==> src/rtl/sram_pkg.sv <==
// rtl/sram_pkg.sv - shared widths, state encoding and counter sizing for the async SRAM controller
package sram_pkg;

    localparam int SRAM_ADDR_W = 20;
    localparam int SRAM_DATA_W = 8;

    typedef enum logic [2:0] {
        IDLE,
        RD_WAIT,
        WR_SETUP,
        WR_PULSE,
        WR_HOLD
    } sram_state_t;

    // Wide enough to hold WAIT_CYCLES itself, so any legal strobe length fits.
    function automatic int wait_cnt_w(input int wait_cycles);
        return $clog2(wait_cycles + 1);
    endfunction

endpackage

==> src/rtl/sram_heartbeat.sv <==
// rtl/sram_heartbeat.sv - free-running counter whose MSB blinks the board LED
module sram_heartbeat #(
    parameter int CTR_BITS = 16
) (
    input  logic clk,
    input  logic rst_n,
    output logic led
);

    logic [CTR_BITS-1:0] ctr;

    always_ff @(posedge clk or negedge rst_n) begin
        if (!rst_n) begin
            ctr <= '0;
        end else begin
            ctr <= ctr + 1'b1;
        end
    end

    assign led = ctr[CTR_BITS-1];

endmodule

==> src/rtl/sram_1m_x8.sv <==
// rtl/sram_1m_x8.sv - single-request controller sequencing CE#/OE#/WE# for an async 1M x 8 SRAM
module sram_1m_x8
    import sram_pkg::*;
#(
    parameter int ADDR_W       = SRAM_ADDR_W,
    parameter int DATA_W       = SRAM_DATA_W,
    parameter int WAIT_CYCLES  = 2,
    parameter int LED_CTR_BITS = 16
) (
    input  logic              i_clk,
    input  logic              i_reset_n,
    input  logic              i_req,
    input  logic              i_we,
    input  logic [ADDR_W-1:0] i_addr,
    input  logic [DATA_W-1:0] i_wdata,
    output logic              o_ready,
    output logic              o_done,
    output logic [DATA_W-1:0] o_rdata,
    output logic [ADDR_W-1:0] o_sram_addr,
    output logic [DATA_W-1:0] o_sram_dq,
    output logic              o_sram_dq_oe,
    input  logic [DATA_W-1:0] i_sram_dq,
    output logic              o_sram_ce_n,
    output logic              o_sram_oe_n,
    output logic              o_sram_we_n,
    output logic              o_led
);

    localparam int               CNT_W    = wait_cnt_w(WAIT_CYCLES);
    localparam logic [CNT_W-1:0] CNT_LOAD = CNT_W'(WAIT_CYCLES - 1);

    sram_state_t      state;
    logic [CNT_W-1:0] cnt;

    // Every pin toward the SRAM is a flop output, so strobes never glitch.
    always_ff @(posedge i_clk or negedge i_reset_n) begin
        if (!i_reset_n) begin
            state        <= IDLE;
            cnt          <= '0;
            o_ready      <= 1'b1;
            o_done       <= 1'b0;
            o_rdata      <= '0;
            o_sram_addr  <= '0;
            o_sram_dq    <= '0;
            o_sram_dq_oe <= 1'b0;
            o_sram_ce_n  <= 1'b1;
            o_sram_oe_n  <= 1'b1;
            o_sram_we_n  <= 1'b1;
        end else begin
            o_done <= 1'b0;
            case (state)
                IDLE: begin
                    if (i_req) begin
                        o_ready     <= 1'b0;
                        o_sram_addr <= i_addr;
                        o_sram_ce_n <= 1'b0;
                        cnt         <= CNT_LOAD;
                        if (i_we) begin
                            o_sram_dq    <= i_wdata;
                            o_sram_dq_oe <= 1'b1;
                            state        <= WR_SETUP;
                        end else begin
                            o_sram_oe_n <= 1'b0;
                            state       <= RD_WAIT;
                        end
                    end
                end
                RD_WAIT: begin
                    if (cnt == '0) begin
                        o_rdata     <= i_sram_dq;
                        o_sram_ce_n <= 1'b1;
                        o_sram_oe_n <= 1'b1;
                        o_done      <= 1'b1;
                        o_ready     <= 1'b1;
                        state       <= IDLE;
                    end else begin
                        cnt <= cnt - 1'b1;
                    end
                end
                WR_SETUP: begin
                    o_sram_we_n <= 1'b0;
                    cnt         <= CNT_LOAD;
                    state       <= WR_PULSE;
                end
                WR_PULSE: begin
                    if (cnt == '0) begin
                        o_sram_we_n <= 1'b1;
                        state       <= WR_HOLD;
                    end else begin
                        cnt <= cnt - 1'b1;
                    end
                end
                WR_HOLD: begin
                    o_sram_ce_n  <= 1'b1;
                    o_sram_dq_oe <= 1'b0;
                    o_done       <= 1'b1;
                    o_ready      <= 1'b1;
                    state        <= IDLE;
                end
                default: begin
                    state <= IDLE;
                end
            endcase
        end
    end

    sram_heartbeat #(
        .CTR_BITS(LED_CTR_BITS)
    ) u_heartbeat (
        .clk  (i_clk),
        .rst_n(i_reset_n),
        .led  (o_led)
    );

endmodule

==> config.mk <==
export PLATFORM = sky130hd
export DESIGN_NAME = sram_1m_x8
export DESIGN_NICKNAME = d
export VERILOG_FILES = /design/src/rtl/sram_pkg.sv /design/src/rtl/sram_heartbeat.sv /design/src/rtl/sram_1m_x8.sv
export SDC_FILE = /design/constraint.sdc
export NUM_CORES = 1
export LEC_CHECK = 0
export CORE_ASPECT_RATIO = 1.1
export CORE_MARGIN = 1.5
export CORE_UTILIZATION = 45
export DETAILED_ROUTE_END_ITERATION = 10
export GPL_TIMING_DRIVEN = 1
export HOLD_SLACK_MARGIN = 0.1
export PLACE_DENSITY = 0.83
export SKIP_CTS_REPAIR_TIMING = 1
export SLEW_MARGIN = 20
export SYNTH_ARGS = -nofsm -noshare
export SYNTH_HDL_FRONTEND = slang
export SYNTH_SLANG_ARGS = --single-unit
==> constraint.sdc <==
create_clock -name i_clk -period 4.4 [get_ports i_clk]
set_input_delay 0.44 -clock i_clk [delete_from_list [all_inputs] [get_ports i_clk]]
set_output_delay 0.44 -clock i_clk [all_outputs]
set_load 0.05 [all_outputs]
### Word-level counts from Yosys, hierarchy flattened

Index checks and enable logic that the tools add are counted.

| storage, ports and cells | value |
|---|---|
| register bits | 62 |
| bits in read-only memories | 0 |
| memories kept | 0 |
| logic and storage cells | 60 |
| latch bits | 0 |
| bits in writable memories | 0 |
| output and inout port bits | 43 |

| cells by class | value |
|---|---|
| equality and inequality tests | 10 |
| $mul | 0 |
| bitwise operators | 0 |
| div/mod/pow operators | 0 |
| reductions and logical operators | 17 |
| shifts and indexed selects | 0 |
| magnitude comparators | 0 |
| muxes and demuxes | 20 |
| $add $sub $neg | 2 |

Operators with widths:

| cell | number |
|---|---|
| 16-bit by 1-bit adder with 16-bit output (second input constant) | 1 |
| 3-bit AND reduction | 5 |
| 2-bit != test (second input constant) | 6 |
| 3-bit one-hot mux with 4 select lines | 1 |
| 3-bit 2-to-1 mux | 3 |
| 1-bit one-hot mux with 2 select lines | 4 |
| 1-bit 2-to-1 mux | 7 |
| 3-bit by 2-bit equality test with 1-bit output (second input constant) | 2 |
| 2-bit 2-to-1 mux | 3 |
| 2-bit one-hot mux with 3 select lines | 1 |
| 2-bit AND reduction | 3 |
| 2-bit nonzero test | 3 |
| 3-bit nonzero test | 2 |
| 4-bit AND reduction | 1 |
| 3-bit by 1-bit equality test with 1-bit output (second input constant) | 1 |
| 3-bit equality test (second input constant) | 1 |
| 3-bit zero test | 1 |
| 1-bit one-hot mux with 3 select lines | 1 |
| 2-bit zero test | 1 |
| 2-bit OR reduction | 1 |
| 2-bit by 1-bit subtractor with 2-bit output (second input constant) | 1 |

### Longest topological paths before layout

Gate-level depths: netlist of the first run.

| depth | value |
|---|---|
| word-level depth | 4 |
| depth in mapped cells | 6 |

### Hierarchy

Synthesis of the first run repeated with hierarchy kept, for this count alone.

| unflattened totals | value |
|---|---|
| cell total of the unflattened synthesis | 183 |
| area, all modules | 2572.5 um^2 |

Modules (own cells, without submodules):

| module | cells each | times used | area an instance (um^2) | sequential area each (um^2) |
|---|---|---|---|---|
| sram_1m_x8 | 126 | 1 | 1870.5 | 1154.9 |
| sram_heartbeat | 57 | 1 | 701.9 | 400.4 |

### Worst setup path after synthesis of the first run

Ideal clock, no wire load.

| timing path | value |
|---|---|
| kind | register to register |
| start | register cnt[0] |
| end | register o_rdata[0] |
| cell stages (with the launch flop) | 6 |
| buffers on the path | 0 |
| required time | 4.275 ns |
| path slack | 2.845 ns |
| period minus slack after synthesis | 1.555 ns |
| arrival | 1.430 ns |
| library setup time | 0.125 ns |
| cell sequence | dfrtp_1 inv_1 ha_1 nand2_2 nor3_4 mux2_2 |

| between the ends | value |
|---|---|
| word-level cells in the longest chain between the ends | 2 |

RTL lines:

| what | line | RTL |
|---|---|---|
| from (decl) | sram_1m_x8.sv:33 | `logic [CNT_W-1:0] cnt;` |
| from (signal assigned) | sram_1m_x8.sv:77 | `cnt <= cnt - 1'b1;` |
| from (signal assigned) | sram_1m_x8.sv:90 | `cnt <= cnt - 1'b1;` |
| 2-bit zero test | sram_1m_x8.sv:69 | `if (cnt == '0) begin` |
| 2-bit AND reduction (no source line) | - |  |
| to (signal assigned) | sram_1m_x8.sv:70 | `o_rdata <= i_sram_dq;` |
| to (decl) | sram_1m_x8.sv:18 | `output logic [DATA_W-1:0] o_rdata,` |

No other way between the ends.
A chain may end at the register's enable or synchronous reset.

==> out/results.txt, run 1 <==
worst reg2reg startpoint: cnt[0]
crit-path cells: clkdlybuf4s50_1
number of global-route vias before repair: 1829
total wire length: 5.18 mm
relative slew slack: 49.9%
most frequent cells in the layout: clkdlybuf4s50_1 (81), nand2_1 (70), dfrtp_1 (59)
DP Wirelength: 3.61 mm
net switching power: 0.00127 W
Via Count: 1867
Worst-path clk slew: 60 ps
chip height: 81.4 um
antenna cell count: 0
combinational fraction of design power: 52.2%
P_int: 0.00154 W
Reg power frac: 32.3%
syn avg cell area: 11.3 um2
DR vias/cell: 4.80
GPL Wtd Cong: 0.778
H-tree level count: 3
largest net degree at the start of global routing: 63
Leak: 1.65 nW
Cell variety after synth: 33
initial antenna violation count: 0
Worst setup SP type: register
Tmin final: 2130 ps
Worst R2R Setup Slack: 2640 ps
Seq. cell area: 1560 um2
wire length per cell: 13.3 um
residual DRC count: 0
ys async rst share: 100%
most common cell after layout, fill and taps aside: clkdlybuf4s50_1
Worst Slack Setup Final: 2270 ps
CTS buffer count: 9
layout cells sized above 1: 12.1%
Clock Latency Late Sink: 340 ps
crit path DAT: 1690 ps
Root Buffer: clkbuf_8
final worst path period share: 48.4%
status: finished clean
post-synthesis cell area: 2520 um2
Synth-to-Final Area Change: 41.5%
Final nets: 351
area occupied by multi-input gates: 895 um2
core area: 5400 um2
cells after synthesis: 222
Layout Skew: 5.75 ps
fin util: 66.0%
top_reg_cell synth: dfrtp_1
Final Instance Area: 3560 um2
1st-iter DRT viols: 122
IO buf count: 82
Cell Rows: 28
Worst-Margin Slew: 751 ps
slowest CP cell: clkdlybuf4s50_1
CTS tree: yes
RSZ-0062 raised after global routing: no
crit path max fanout: 3
CP bufs+invs: 1
Ys Warns: 0
FF+latch count, synth: 62
total congestion overflow: 0
Top Family by Delay on Critical Path: buffers and inverters
max_cap viols: 0
CP peak stage delay: 800 ps
syn nets: 264
Hold WC Path Type: input pin to async pin
FILL cells: 434
Max Root-Sink Buffers: 2
clock power share: 15.5%
CP Class: register to output pin
VDD IR max: 0.350 mV
Post-synth EDFFs: 0
CP Capture Type: output pin
register area share after synthesis: 61.8%
Antenna Nets Post-Route: 0
first-pass iteration count of the detailed router: 4
GRT Overall Usage: 18.9%
DIE AREA: 6050 um2
# IOs: 83
Final Hold Vio Count: 0
reg2reg end: o_rdata[1]
Reg2Reg Depth: 5
first-pass GRT wire length: 8.36 mm
die width: 74.3 um
Initial Utilization: 46.6%
PwrDens: 789 nW/um2
Slew Limit Fails: 0
max frequency: 0.470 GHz
total clock sinks: 62
final setup TNS: 0 ps
sw frac: 45.1%
Critical Path RT: 3960 ps
area of placed instances: 3390 um2
final setup violation count: 0
pre-CTS setup slack: 2350 ps
[cell families after synthesis]
logic type      count (synthesis)  share of synthesized area (%)
simple gates                  100                           17.8
flops                          62                           61.8
mux                            17                           8.80
compound gates                 15                           3.48
xor+xnor                       13                           4.53
buf+inv                        13                           2.64
fa+ha+maj                       2                          0.994
[registers in the layout (all words and copies together) (netlist names), 2 cells and up]
signal	flops
o_sram_addr	20
u_heartbeat.ctr	16
o_rdata	8
o_sram_dq	8
state	3
cnt	2
[worst max-delay path by stage]
stage | start | end | cells past startpoint
4_1_cts | o_sram_ce_n | o_ready | 1
3_5_place_dp | i_req | o_sram_oe_n | 4
3_3_place_gp | i_req | o_sram_dq[3] | 4
2_1_floorplan | cnt[0] | o_rdata[0] | 5
6_report | o_sram_ce_n | o_ready | 1
5_1_grt | o_sram_ce_n | o_sram_ce_n | 1
[synth_stat cells, drive strengths merged, types with 3 or more instances]
cell type | instances | area, um2
inv | 6 | 22.5
dfstp | 3 | 78.8
nand2 | 72 | 280
o21ai | 6 | 30.0
mux2 | 17 | 221
a21oi | 3 | 15.0
xor2 | 5 | 43.8
a31oi | 3 | 18.8
and3 | 4 | 25.0
nor2 | 7 | 26.3
nor3 | 6 | 46.3
buf | 5 | 36.3
nand3 | 4 | 20.0
dfrtp | 59 | 1480
xnor2 | 8 | 70.1
[power by group through the flow]
| stage | registers (W) | logic [W] | clock network, W |
|---|---|---|---|
| after floorplan | 0.00153 | 0.000385 | 0 |
| after global placement | 0.000915 | 0.00145 | 0 |
| after detailed placement | 0.000919 | 0.00147 | 0 |
| after CTS | 0.000911 | 0.00148 | 0.000448 |
| after global routing | 0.000934 | 0.00155 | 0.000469 |
| final | 0.000909 | 0.00147 | 0.000434 |
[routing by layer]
| layer | global-route usage, % | wire length [um] | part of all wire, % | vias to the layer above |
|---|---|---|---|---|
| met5 | 0 | 0 | 0 | - |
| met4 | 10.5 | 155 | 3.0 | 0 |
| met3 | 5.15 | 227 | 4.4 | 16 |
| met2 | 29.0 | 2530 | 49 | 55 |
| met1 | 24.0 | 2260 | 44 | 894 |
| li1 | - | - | - | 902 |
[worst register-to-register path, cell delays in order, from the launching register on]
cell and delay (ps):
dfrtp_1 360, inv_1 100, ha_1 280, nand2_2 140, nor3_4 370, mux2_2 400
[per-stage QoR]
stage	power, W	cells	hold WS [ps]
5_1_grt	0.00295	389	325
3_3_place_gp	0.00236	373	448
6_report	0.00281	389	257
4_1_cts	0.00284	389	276
2_1_floorplan	0.00191	222	144
3_5_place_dp	0.00239	373	458
[final cells by class]
cell class | count | share of cell area [%]
inverter | 6 | 0.632
multi-input combinational | 147 | 25.1
clock inverter | 1 | 0.141
clock buffer | 15 | 4.67
tap | 75 | 2.64
timing repair buffer | 83 | 23.1
sequential | 62 | 43.7
Power figures use the tool's default switching activity.
==> run 2, diff against run 1 <==
==> constraint.sdc (replaced) <==
create_clock -name i_clk -period 2.2 [get_ports i_clk]
set_input_delay 0.22 -clock i_clk [delete_from_list [all_inputs] [get_ports i_clk]]
set_output_delay 0.22 -clock i_clk [all_outputs]
set_load 0.05 [all_outputs]
==> run 2 against run 1 <==
  * Sequential power is 100% higher
  * Die area stayed put
  * Largest power group unchanged
  * Core utilization is 0.65 points higher
  * Setup slack worse by 2000 ps
  * Critical endpoint unchanged
  * Largest cell class unchanged
  * Clock skew is 3.4 ps higher
  * Worst hold slack better by 170 ps
  * Sequential share of layout area is 0.43 points lower
  * First-iteration DRC count is 11% lower
==> out/results.txt, run 2 (same netlist as run 1, synthesis figures left out) <==
Final nets: 354
Top Family by Delay on Critical Path: buffers and inverters
Final Hold Vio Count: 0
antenna cell count: 0
Critical Path RT: 1980 ps
Synth-to-Final Area Change: 42.9%
total clock sinks: 62
largest reg by FF count: o_sram_addr
CP bufs+invs: 1
relative slew slack: 54.9%
Via Count: 1876
Worst Hold Margin: 423 ps
slowest CP cell: clkdlybuf4s50_1
final worst path period share: 85.5%
# IOs: 83
CP peak stage delay: 800 ps
Worst-Margin Slew: 676 ps
worst reg2reg startpoint: cnt[0]
first-pass iteration count of the detailed router: 4
CP Capture Type: output pin
Cell Rows: 28
crit path max fanout: 3
DR vias/cell: 4.79
max_cap viols: 0
number of global-route vias before repair: 1875
Reg2Reg Depth: 5
Worst Hold Launch: i_addr[15]
IO buf count: 82
Antenna Nets Post-Route: 0
CTS buffer count: 9
Endpoint, Worst Hold: o_sram_addr[15]
Root Buffer: clkbuf_8
VDD IR max: 0.768 mV
max frequency: 0.531 GHz
final setup violation count: 0
Tmin final: 1880 ps
1st-iter DRT viols: 108
first-pass GRT wire length: 8.72 mm
Worst R2R Setup Slack: 430 ps
Layout Skew: 9.18 ps
total congestion overflow: 0
WHS Path Cells: 3
Initial Utilization: 46.6%
reg2reg end: o_rdata[0]
core area: 5400 um2
Slew Limit Fails: 0
CP Class: register to output pin
final setup TNS: 0 ps
biggest registers after layout: o_sram_addr (20), u_heartbeat.ctr (16)
die width: 74.3 um
DP Wirelength: 3.85 mm
GRT Overall Usage: 19.4%
layout cells sized above 1: 13.2%
Clock Latency Late Sink: 330 ps
most common cell after layout, fill and taps aside: clkdlybuf4s50_1
GPL Wtd Cong: 0.796
Hold WC Path Type: input pin to register
Worst setup SP type: register
RSZ-0062 raised after global routing: no
largest net degree at the start of global routing: 32
total wire length: 5.39 mm
initial antenna violation count: 0
residual DRC count: 0
PwrDens: 1590 nW/um2
Leak: 1.67 nW
chip height: 81.4 um
crit-path cells: clkdlybuf4s50_1
Worst-path clk slew: 70 ps
most frequent cells in the layout: clkdlybuf4s50_1 (81), nand2_1 (70), dfrtp_1 (59)
CTS tree: yes
Max Root-Sink Buffers: 2
H-tree level count: 3
status: finished clean
max reg flops: 20
crit path DAT: 1660 ps
wire length per cell: 13.8 um
DIE AREA: 6050 um2
==> run 2: changes by cell type in the layout (fill, tap and decap cells not counted), sizes merged <==
cell,change
clkbuf,-4
clkinv,+3
buf,+2
bufinv,+1
dlygate4sd3,+1
==> run 2: cell type report <==
type / count / area [um2]
fill: 435 / 1800
tap: 75 / 93.8
inverter: 6 / 22.5
timing repair buffer: 86 / 848
clock inverter: 5 / 50.0
clock buffer: 11 / 131
sequential: 62 / 1560
multi-input combinational: 147 / 895
==> run 2: power breakdown <==
group	switching (W)	internal [W]	total, W
Clock	0.000409	0.000516	0.000925
Combinational	0.00190	0.00106	0.00296
Sequential	0.000260	0.00156	0.00182
Total	0.00257	0.00314	0.00571
==> run 2: worst min-delay path, cell delays in order <==
cell             delay, ps
clkdlybuf4s50_1        400
nand2_1                 50
nand2_1                 40
==> run 2: worst max path at each step <==
stage,from,endpoint,slack (ps),depth (start not counted)
6_report,o_sram_ce_n,o_ready,320,1
5_1_grt,o_sram_ce_n,o_sram_ce_n,270,1
4_1_cts,o_sram_ce_n,o_ready,300,1
3_5_place_dp,i_req,o_sram_dq[0],430,4
3_3_place_gp,i_req,o_sram_dq[3],490,4
2_1_floorplan,cnt[0],o_rdata[0],650,5
==> run 2: per-layer routing <==
layer | routed length [um] | vias up | part of all wire (%) | track usage (%)
met3 | 271 | 4 | 5.0 | 5.64
met1 | 2270 | 904 | 42 | 23.4
met2 | 2830 | 63 | 52 | 33.5
met5 | 0 | - | 0 | 0
met4 | 20 | 0 | 0.37 | 6.00
li1 | - | 905 | - | -
==> run 2: through the flow <==
step	std cells	util (%)	cell area, um2	setup slack (ps)	total power (W)
detailed placement	375	63.1	3400	430	0.00482
CTS	391	66.5	3590	300	0.00575
global placement	375	63.1	3400	486	0.00473
finish	392	66.7	3600	318	0.00571
global route	392	66.7	3600	268	0.00599
floorplan	222	-	2520	645	0.00382
